## src/rtl/frame_commit_fifo_if.sv

```systemverilog
// Handshake/status bundle between the demapper-side writer, the CRC verdict
// source and the UART-side reader of the frame commit FIFO.
interface frame_commit_fifo_if #(
    parameter int DATA_W = 8,
    parameter int DEPTH  = 64
);
    localparam int AW = $clog2(DEPTH);

    logic [DATA_W-1:0] i_wr_data;
    logic              i_wr_valid;
    logic              o_wr_ready;
    logic              i_commit;
    logic              i_discard;
    logic [DATA_W-1:0] o_rd_data;
    logic              o_rd_valid;
    logic              i_rd_ready;
    logic              i_rd_en;
    logic [AW:0]       o_committed_cnt;
    logic [AW:0]       o_pending_cnt;
    logic              o_stall_err;

    modport slave (
        input  i_wr_data, i_wr_valid, i_commit, i_discard, i_rd_ready, i_rd_en,
        output o_wr_ready, o_rd_data, o_rd_valid, o_committed_cnt, o_pending_cnt,
               o_stall_err
    );

    modport master (
        output i_wr_data, i_wr_valid, i_commit, i_discard, i_rd_ready, i_rd_en,
        input  o_wr_ready, o_rd_data, o_rd_valid, o_committed_cnt, o_pending_cnt,
               o_stall_err
    );
endinterface

```

## src/rtl/frame_commit_fifo.sv

```systemverilog
// Payload FIFO holding each frame as pending until its CRC verdict; a good CRC
// makes the frame readable, a bad CRC rolls back only the pending words.
module frame_commit_fifo #(
    parameter int DATA_W = 8,
    parameter int DEPTH  = 64
) (
    input  logic                 i_clk,
    input  logic                 i_rst,
    frame_commit_fifo_if.slave   bus
);
    localparam int          AW   = $clog2(DEPTH);
    localparam logic [AW:0] FULL = (AW+1)'(DEPTH);
    localparam logic [AW:0] ONE  = (AW+1)'(1);

    logic [DATA_W-1:0] mem [DEPTH];

    // Extra MSB on each pointer distinguishes full from empty after wrap.
    logic [AW:0] rd_ptr, cm_ptr, wr_ptr;
    logic [AW:0] wr_nxt, used, committed;
    logic        wr_ready, rd_valid, wr_acc, pop, stall_err;

    always_comb begin
        used      = wr_ptr - rd_ptr;
        committed = cm_ptr - rd_ptr;
        wr_ready  = (used != FULL);
        rd_valid  = bus.i_rd_en && (committed != '0);
        wr_acc    = bus.i_wr_valid && wr_ready;
        pop       = rd_valid && bus.i_rd_ready;
        wr_nxt    = wr_acc ? (wr_ptr + ONE) : wr_ptr;
    end

    assign bus.o_wr_ready      = wr_ready;
    assign bus.o_rd_valid      = rd_valid;
    assign bus.o_rd_data       = mem[rd_ptr[AW-1:0]];
    assign bus.o_committed_cnt = committed;
    assign bus.o_pending_cnt   = wr_ptr - cm_ptr;
    assign bus.o_stall_err     = stall_err;

    // A write landing in the same cycle as a discard still hits the array,
    // but at a slot beyond cm_ptr, so it is never readable.
    always_ff @(posedge i_clk) begin
        if (wr_acc) mem[wr_ptr[AW-1:0]] <= bus.i_wr_data;
    end

    always_ff @(posedge i_clk) begin
        if (i_rst) begin
            rd_ptr    <= '0;
            cm_ptr    <= '0;
            wr_ptr    <= '0;
            stall_err <= 1'b0;
        end else begin
            if (pop) rd_ptr <= rd_ptr + ONE;

            // Discard has priority over commit and drops a same-cycle write.
            if (bus.i_discard) begin
                wr_ptr <= cm_ptr;
            end else begin
                wr_ptr <= wr_nxt;
                if (bus.i_commit) cm_ptr <= wr_nxt;
            end

            if (bus.i_discard)
                stall_err <= 1'b0;
            else if (bus.i_wr_valid && !wr_ready && committed == '0)
                stall_err <= 1'b1;
        end
    end
endmodule

```

## src/flat_wrapper.sv

```systemverilog
// flat-port wrapper written by rule: the top's interface ports become plain ports
module frame_commit_fifo_flat 
#(
    parameter int DATA_W = 8,
    parameter int DEPTH  = 64
)
  (i_clk, i_rst, bus_i_wr_data, bus_i_wr_valid, bus_i_commit, bus_i_discard, bus_i_rd_ready, bus_i_rd_en, bus_o_wr_ready, bus_o_rd_data, bus_o_rd_valid, bus_o_committed_cnt, bus_o_pending_cnt, bus_o_stall_err);
  frame_commit_fifo_if #(.DATA_W(DATA_W), .DEPTH(DEPTH)) bus_i ();
  input  logic i_clk;
  input  logic i_rst;
  input wire logic [$bits(bus_i.i_wr_data)-1:0] bus_i_wr_data;
  input wire logic [$bits(bus_i.i_wr_valid)-1:0] bus_i_wr_valid;
  input wire logic [$bits(bus_i.i_commit)-1:0] bus_i_commit;
  input wire logic [$bits(bus_i.i_discard)-1:0] bus_i_discard;
  input wire logic [$bits(bus_i.i_rd_ready)-1:0] bus_i_rd_ready;
  input wire logic [$bits(bus_i.i_rd_en)-1:0] bus_i_rd_en;
  output wire logic [$bits(bus_i.o_wr_ready)-1:0] bus_o_wr_ready;
  output wire logic [$bits(bus_i.o_rd_data)-1:0] bus_o_rd_data;
  output wire logic [$bits(bus_i.o_rd_valid)-1:0] bus_o_rd_valid;
  output wire logic [$bits(bus_i.o_committed_cnt)-1:0] bus_o_committed_cnt;
  output wire logic [$bits(bus_i.o_pending_cnt)-1:0] bus_o_pending_cnt;
  output wire logic [$bits(bus_i.o_stall_err)-1:0] bus_o_stall_err;
  assign bus_i.i_wr_data = bus_i_wr_data;
  assign bus_i.i_wr_valid = bus_i_wr_valid;
  assign bus_i.i_commit = bus_i_commit;
  assign bus_i.i_discard = bus_i_discard;
  assign bus_i.i_rd_ready = bus_i_rd_ready;
  assign bus_i.i_rd_en = bus_i_rd_en;
  assign bus_o_wr_ready = bus_i.o_wr_ready;
  assign bus_o_rd_data = bus_i.o_rd_data;
  assign bus_o_rd_valid = bus_i.o_rd_valid;
  assign bus_o_committed_cnt = bus_i.o_committed_cnt;
  assign bus_o_pending_cnt = bus_i.o_pending_cnt;
  assign bus_o_stall_err = bus_i.o_stall_err;
  frame_commit_fifo #(.DATA_W(DATA_W), .DEPTH(DEPTH)) u_core (.i_clk(i_clk), .i_rst(i_rst), .bus(bus_i));
endmodule
```

## config.mk

```make
export PLATFORM = sky130hd
export DESIGN_NAME = frame_commit_fifo_flat
export DESIGN_NICKNAME = d
export VERILOG_FILES = /design/src/rtl/frame_commit_fifo_if.sv /design/src/rtl/frame_commit_fifo.sv /design/src/flat_wrapper.sv
export SDC_FILE = /design/constraint.sdc
export NUM_CORES = 1
export LEC_CHECK = 0
export BUFFER_PORTS_ARGS = -buffer_cell sky130_fd_sc_hd__buf_2
export CAP_MARGIN = 20
export CORE_UTILIZATION = 45
export DETAILED_ROUTE_END_ITERATION = 16
export PLACE_DENSITY_LB_ADDON = 0.1
export SLEW_MARGIN = 20
export SYNTH_ARGS = -nofsm -noshare
export SYNTH_HDL_FRONTEND = slang
export SYNTH_SLANG_ARGS = --single-unit
```

## constraint.sdc

```tcl
create_clock -name i_clk -period 6.9 [get_ports i_clk]
set_input_delay 1.035 -clock i_clk [delete_from_list [all_inputs] [get_ports i_clk]]
set_output_delay 1.035 -clock i_clk [all_outputs]
set_load 0.02 [all_outputs]
```

# Word level (Yosys, flattened, before mapping)
# Memories as Yosys holds them, arrays and structs flattened. A register that Yosys moved wholly into a read port is not among the register bits.
# Cells that the tools add are included.
dict set report totals {
  mem_count 1
  input_bits 15
  word_cells 28
  output_inout_bits 25
  reg_bits 22
  mem_bits_rw 512
}
dict set report classes {
  n_eq_ne 1
  n_bitwise 1
  n_addsub 5
  mux 6
  reduce_logical 10
}
# name words word_bits read_ports rd_ports_with_merged_regs wr line
set mem_list {}
lappend mem_list {u_core.mem 64 8 1 1 1 frame_commit_fifo.sv:15} ;# logic [DATA_W-1:0] mem [DEPTH];
# cell count
set op_table {}
lappend op_table {{7-bit subtractor} 3}
lappend op_table {{7-bit by 1-bit adder with 7-bit output, second input constant} 2}
lappend op_table {{7-bit two-way mux} 2}
lappend op_table {{6-bit two-way mux} 2}
lappend op_table {{7-bit logical NOT} 1}
lappend op_table {{7-bit inequality test, second input constant} 1}
lappend op_table {{7-bit nonzero test} 1}
lappend op_table {{1-bit logical AND} 5}
lappend op_table {{1-bit two-way mux} 2}
lappend op_table {{2-bit AND reduction} 1}
lappend op_table {{2-bit OR reduction} 1}
lappend op_table {{1-bit logical NOT} 1}
lappend op_table {{1-bit NOT} 1}

# Logic depth before layout (Yosys ltp)
# Gate-level depths: netlist of the first run.
dict set report depth {
  depth_word 6
  mapped_depth 11
}

# Worst setup path before layout of the first run
# No wires, ideal clock.
dict set report synth_path {
  kind {flip-flop to flip-flop}
  startpoint {register u_core.wr_ptr[0]}
  endpoint {memory u_core.mem[20][0] (enable)}
  t_arrival_ps 3303
  setup_slack_ps 3202
  path_stages_with_launch 12
  setup_time_ps 395
  synth_period_minus_slack_ps 3698
  required_ps 6505
  path_cell_list {dfxtp_1 clkbuf_1 clkinv_1 clkbuf_1 ha_1 nor2b_1 o211ai_1 o2bb2ai_1 a21oi_1 o21ai_1 clkbuf_1 nor4_1}
}
dict set report synth_between {
  elab_chain_len 5
}
# item line
set synth_rtl {}
lappend synth_rtl {{start, declared} frame_commit_fifo.sv:18} ;# logic [AW:0] rd_ptr, cm_ptr, wr_ptr;
lappend synth_rtl {{start signal, assigned} frame_commit_fifo.sv:56} ;# wr_ptr <= cm_ptr;
lappend synth_rtl {{start signal, assigned} frame_commit_fifo.sv:58} ;# wr_ptr <= wr_nxt;
lappend synth_rtl {{7-bit subtractor} frame_commit_fifo.sv:23} ;# used = wr_ptr - rd_ptr;
lappend synth_rtl {{7-bit inequality test} frame_commit_fifo.sv:25} ;# wr_ready = (used != FULL);
lappend synth_rtl {{1-bit logical AND} frame_commit_fifo.sv:27} ;# wr_acc = bus.i_wr_valid && wr_ready;
lappend synth_rtl {{1-bit two-way mux} frame_commit_fifo.sv:42} ;# if (wr_acc) mem[wr_ptr[AW-1:0]] <= bus.i_wr_data;
lappend synth_rtl {{1-bit two-way mux (implied by the code)} frame_commit_fifo.sv:42}
lappend synth_rtl {{end, declared} frame_commit_fifo.sv:15}
# Parallel ways exist; a longest one is shown, timed or not.

==> flow_metrics.py, run 1 <==
metrics = {
    "outcome": {
        "outcome": "finished clean",
    },
    "critical_path": {
        "r2r_slack_ns": 2.79,
        "worstPathArrival_ns": 3.95,
        "cp_slowest_cell": "dfxtp_4",
        "crit_type": "reg -> out",
        "crit_family": "multiplexers",
        "cp_common_cell": "mux4_2",
        "worstPathMaxFanout": 44,
        "endpoint_kind": "output pin",
        "crit_buf_inv": 2,
        "cp.required_ns": 5.86,
        "critPathMaxStageDelay_ns": 0.83,
        "critPathLaunchType": "register",
        "path_cells": "buf_12 > mux4_2 > mux4_2 > o22ai_1 > nor2_1 > buf_2",
    },
    "finish": {
        "nets": 1259,
        "final_area_sq_mm": 0.0252,
        "antennaDiodeCount": 0,
        "drive_gt1_share_pct": 30.8,
        "utilization_pct": 52.5,
        "area_growth_pct": 14.1,
    },
    "detailed_routing": {
        "dr.pass1.iters": 5,
        "wire_per_inst_microns": 27.3,
        "wl_microns": 51200,
        "vias_per_cell": 5.99,
        "final_antenna_net_count": 0,
        "first_iter_violations": 999,
        "drc": 0,
        "vias": 11200,
    },
    "die": {
        "die_h_microns": 224,
        "rows": 80,
        "io_pins": 40,
        "die_w_microns": 224,
        "start_util_pct": 46.0,
        "dieArea_sq_mm": 0.0500,
        "core_area_sq_mm": 0.0480,
    },
    "clocking": {
        "cts_setup_buffers": 0,
        "clkSlewWorstSetupHoldPaths_ns": 0.06,
        "cts_tree": "done",
        "hold_buffers": 0,
        "cts_buffer_depth": 3,
        "clockRootBuffer": "clkbuf_16",
        "clk_latency_ns": 0.61,
        "htreeDepth": 2,
        "cts_resized": 0,
        "cts.sinks": 540,
        "cts_made_buffers": 55,
    },
    "synthesis": {
        "synth_top_area_share_pct": 69.6,
        "ys_ff_latch": 540,
        "ys_seq_area_share_pct": 72.2,
        "synth_area_sq_mm": 0.0221,
        "ys_async_sr_fraction_pct": 0,
        "syn_avg_cell_area_sq_um": 19.6,
        "synth_cell_type_count": 54,
        "synth_edf_count": 512,
        "synth.area.top_cells": "edfxtp_1 70%, mux4_2 16%, dfxtp_1 2.5%, ha_1 1.1%, nor3_1 0.88%",
        "synth_top_area_cell": "edfxtp_1",
        "synth_nets": 1163,
        "yosys-top-cells-count": "512 x edfxtp_1, 160 x mux4_2, 51 x clkbuf_1",
        "synth_most_common_cell": "edfxtp_1",
        "synth_cells": 1126,
        "synth_ff_type": "edfxtp_1",
        "yosysWarnings": 0,
    },
    "sta": {
        "final.period_utilization_pct": 72.3,
        "finClkSkew_ns": 0.0268,
        "drv_slew": 0,
        "fin_tns_setup_ns": 0,
        "tightest_slew_ns": 1.20,
        "fmax_mhz": 201,
        "final-setup-viol-count": 0,
        "fin_ws_ns": 1.91,
        "rsz0062_at_grt": "false",
        "hold_viol_final": 0,
        "relSlewSlack_pct": 19.8,
        "period_minus_slack_ns": 4.99,
    },
    "global_route": {
        "overflow": 0,
        "grt_pass1_wl_microns": 77400,
        "first_global_vias": 11400,
        "antenna_found_initial": 0,
        "grt_start_max_net_pins": 65,
        "track_usage_pct": 21.3,
    },
    "run": {
        "drv_cap": 0,
    },
    "power": {
        "power.density_mw_per_mm2": 279,
        "p_leak_nw": 7.86,
        "peakVddDrop_mv": 0.190,
    },
    "placement": {
        "portBuffers": 39,
        "place_congestion": 0.826,
        "place_hpwl_microns": 31500,
        "pre_cts_slack_ns": 2.44,
        "post_dp_cell_area_sq_mm": 0.0235,
    },
    "worst_hold_path": {
        "min_path_type": "reg -> reg",
    },
}
per-layer routing:
layer,vias up,GRT usage (%),wire [microns]
li1,4890,-,-
met1,5968,31.5,23100
met2,329,33.2,24300
met3,61,3.41,2740
met4,0,5.50,1060
met5,-,0,0
layout make-up:
class | instances | area, sq um
clock buffer | 62 | 1420
inverter | 30 | 113
multi-input combinational | 487 | 5950
sequential | 540 | 15900
timing repair buffer | 108 | 741
clock inverter | 36 | 269
tap | 615 | 769
fill | 3812 | 22800
report_power, final:
part | internal (mW) | total, mW | switching, mW
clock network | 1.59 | 2.82 | 1.23
registers | 3.60 | 3.64 | 0.0345
logic | 0.234 | 0.567 | 0.333
stage by stage:
stage	cells	hold slack (ns)	power, mW
3_5_place_dp	1780	0.459	4.28
3_3_place_gp	1780	0.456	4.28
6_report	1878	0.466	7.02
4_1_cts	1878	0.467	7.09
2_1_floorplan	1126	0.502	4.07
5_1_grt	1878	0.496	7.25
layout by cell type, fill, tap and decap left out, types with 4 or more instances in the layout:
cell	instances
a211o_1	5
a21oi_1	14
a311oi_1	5
a31oi_1	6
and2_1	6
and3_1	4
buf_2	38
buf_4	68
clkbuf_1	6
clkbuf_16	56
clkinv_1	13
clkinv_2	17
dfxtp_1	24
edfxtp_1	512
ha_1	20
inv_1	28
mux2_2	8
mux4_2	160
nand2_1	15
nand2b_1	8
nand3_1	18
nand4_1	5
nor2_1	41
nor2b_1	8
nor3_1	36
nor4_1	11
nor4_2	11
nor4_4	6
o211ai_1	8
o21ai_0	12
o22ai_1	17
or3_1	4
xnor2_1	7
xor2_1	7
registers in the layout, summed over array words and instances, names as in the netlist, named ones only:
signal and cells:
u_core.cm_ptr 7, u_core.wr_ptr 7, u_core.rd_ptr 7, u_core.bus.o_stall_err 1
u_core.mem 512
logic make-up (layout without fill, tap and decap cells):
kind of cell | after synthesis | in the layout | share of synthesized area [%]
muxes | 172 | 172 | 16.9
and+or+nand+nor | 183 | 183 | 4.30
DFF | 540 | 540 | 72.2
xor gates and xnor gates | 14 | 14 | 0.555
adders and majority gates | 22 | 22 | 1.31
AOI/OAI and AO/OA | 96 | 96 | 3.01
buffers and inverters | 99 | 236 | 1.76
worst paths after layout:
check                                       startpoint                endpoint  cells after the start
worst min register to register  u_core.bus.o_stall_err  u_core.bus.o_stall_err                      2
worst max register to register        u_core.wr_ptr[0]       u_core.mem[11][0]                      8
worst min-delay path            u_core.bus.o_stall_err  u_core.bus.o_stall_err                      2
worst max-delay path                          register        bus_o_rd_data[2]                      6
worst reg2reg max path: stages (launching register included):
cell       delay, ns
dfxtp_1         0.74
clkinv_1        0.20
ha_1            0.26
nor2b_1         0.14
o211ai_1        0.13
o2bb2ai_1       0.21
a21oi_2         0.60
o211ai_1        0.64
nor2_1          0.84
Power figures use the tool's default switching activity.
==> inputs of run 2 (changes only) <==
==> constraint.sdc (replaced) <==
create_clock -name i_clk -period 4.4 [get_ports i_clk]
set_input_delay 0.66 -clock i_clk [delete_from_list [all_inputs] [get_ports i_clk]]
set_output_delay 0.66 -clock i_clk [all_outputs]
set_load 0.02 [all_outputs]
==> run 2 against run 1 <==
Compared with the run above: clock power up 57%; die area stayed put; clock-buffer cell count fell by 3; hold slack worse by 0.0072 ns; final cell count grew 1.0%; combinational power grew 64%; power is 57% higher; critical path type unchanged; largest cell class unchanged.
==> flow_metrics.py, run 2 (synthesized netlist as in run 1, its figures left out) <==
metrics = {
    "clocking": {
        "cts_made_buffers": 54,
        "clk_latency_ns": 0.60,
        "htreeDepth": 2,
        "hold_buffers": 0,
        "clockRootBuffer": "clkbuf_16",
        "cts.sinks": 540,
        "cts_resized": 0,
        "cts_buffer_depth": 3,
        "cts_setup_buffers": 0,
        "clkSlewWorstSetupHoldPaths_ns": 0.06,
        "cts_tree": "done",
    },
    "die": {
        "core_area_sq_mm": 0.0480,
        "die_w_microns": 224,
        "dieArea_sq_mm": 0.0500,
        "io_pins": 40,
        "start_util_pct": 46.0,
        "rows": 80,
        "die_h_microns": 224,
    },
    "critical_path": {
        "r2r_cells": 10,
        "r2r_end": "u_core.mem[59][7]",
        "worstPathMaxFanout": 40,
        "cp_slowest_cell": "mux4_2",
        "r2r_slack_ns": 0.96,
        "critPathLaunchType": "register",
        "critPathMaxStageDelay_ns": 0.56,
        "regToRegStartpoint": "u_core.rd_ptr[2]",
        "cp_common_cell": "mux4_2",
        "path_cells": "buf_12 > mux4_2 > mux4_2 > o22ai_1 > nor2_1 > buf_2",
        "cp.required_ns": 3.74,
        "endpoint_kind": "output pin",
        "worstPathArrival_ns": 3.36,
        "crit_type": "reg -> out",
    },
    "global_route": {
        "first_global_vias": 11400,
        "grt_pass1_wl_microns": 77200,
        "antenna_found_initial": 0,
        "track_usage_pct": 21.5,
        "grt_start_max_net_pins": 71,
        "overflow": 0,
    },
    "detailed_routing": {
        "wire_per_inst_microns": 27.3,
        "vias": 11200,
        "first_iter_violations": 1082,
        "final_antenna_net_count": 0,
        "met2_length_microns": 25000,
        "wl_microns": 51700,
        "top_layer": "met4",
        "met1Wirelength_microns": 23200,
        "drc": 0,
        "dr.pass1.iters": 5,
        "vias_per_cell": 5.92,
        "route.met3.wl_microns": 2390,
    },
    "placement": {
        "portBuffers": 39,
        "placed_cells": 1799,
        "place_congestion": 0.847,
        "place_hpwl_microns": 32500,
    },
    "sta": {
        "finClkSkew_ns": 0.0116,
        "hold_viol_final": 0,
        "rsz0062_at_grt": "false",
        "fmax_mhz": 249,
        "relSlewSlack_pct": 35.3,
        "period_minus_slack_ns": 4.02,
        "hold_ws_ns": 0.459,
        "final.period_utilization_pct": 91.3,
        "tightest_slew_ns": 0.968,
        "drv_slew": 0,
        "final-setup-viol-count": 0,
        "fin_tns_setup_ns": 0,
    },
    "worst_hold_path": {
        "worstHoldEndpoint": "u_core.bus.o_stall_err",
        "min_path_type": "reg -> reg",
        "hold_path_depth": 2,
        "min_from": "u_core.bus.o_stall_err",
    },
    "power": {
        "power.density_mw_per_mm2": 436,
        "p_leak_nw": 7.96,
        "peakVddDrop_mv": 0.328,
    },
    "finish": {
        "layout.cells.non_filler": 1897,
        "drive_gt1_share_pct": 31.0,
        "largest_reg_flops": 512,
        "antennaDiodeCount": 0,
        "area_growth_pct": 14.7,
        "layout_commonest_cell": "edfxtp_1",
        "most-common-layout-cells": "512 x edfxtp_1, 160 x mux4_2, 83 x buf_4, 55 x clkbuf_16, 41 x nor2_1",
        "n_fill_cell": 3774,
        "nets": 1277,
    },
    "outcome": {
        "outcome": "finished clean",
    },
    "run": {
        "drv_cap": 0,
    },
}
run 2: changes by cell type in the layout (fill, tap and decap cells not counted), moves of 4 or more:
cell / delta
buf_4: +15
nor4_2: +6
clkinv_1: +10
clkinv_2: -7
buf_12: +4
nor4_4: -6
run 2: worst max-delay path by stage:
stage,start,end,slack [ns],cells past startpoint
after floorplan,u_core.wr_ptr[0],u_core.mem[20][0],0.70,11
after global placement,u_core.rd_ptr[1],u_core.mem[9][0],0.93,10
after detailed placement,u_core.rd_ptr[1],u_core.mem[10][0],0.94,10
after CTS,register,bus_o_rd_data[3],0.30,6
after global routing,u_core.rd_ptr[1],bus_o_rd_valid,0.20,9
final,register,bus_o_rd_data[3],0.38,6
run 2: metrics by stage:
stage	utilization (%)	total power, mW	worst slack [ns]	instance area [sq um]
floorplan	-	6.38	0.702	22100
global placement	49.2	6.73	0.926	23600
detailed placement	49.2	6.73	0.943	23600
CTS	52.7	11.1	0.296	25300
global route	52.7	11.4	0.197	25300
finish	52.7	11.0	0.381	25300
run 2: cell type report:
type / instances / area [sq um] / share of cell area, %
sequential: 540 / 15900 / 62.9
multi-input combinational: 487 / 5880 / 23.2
clock buffer: 59 / 1390 / 5.49
timing repair buffer: 127 / 933 / 3.68
tap: 615 / 769 / 3.04
clock inverter: 39 / 305 / 1.20
inverter: 30 / 113 / 0.444
run 2: worst max-delay path: cells and delay by family (launching register included):
family	cells	cell delay (ns)
flops	1	0.53
mux	2	1.09
buf+inv	2	0.52
compound gates	1	0.42
simple gates	1	0.13
run 2: power breakdown:
group / switching, mW / leakage (nW) / internal [mW] / total (mW)
clock network: 1.88 / 0.838 / 2.56 / 4.43
registers: 0.0291 / 4.84 / 5.65 / 5.68
logic: 0.554 / 2.29 / 0.376 / 0.930
run 2: layer usage:
layer / GRT usage (%) / up-vias
met3: 3.53 / 73
li1: - / 4926
met1: 31.2 / 5925
met5: 0 / -
met2: 34.0 / 315
met4: 5.61 / 0
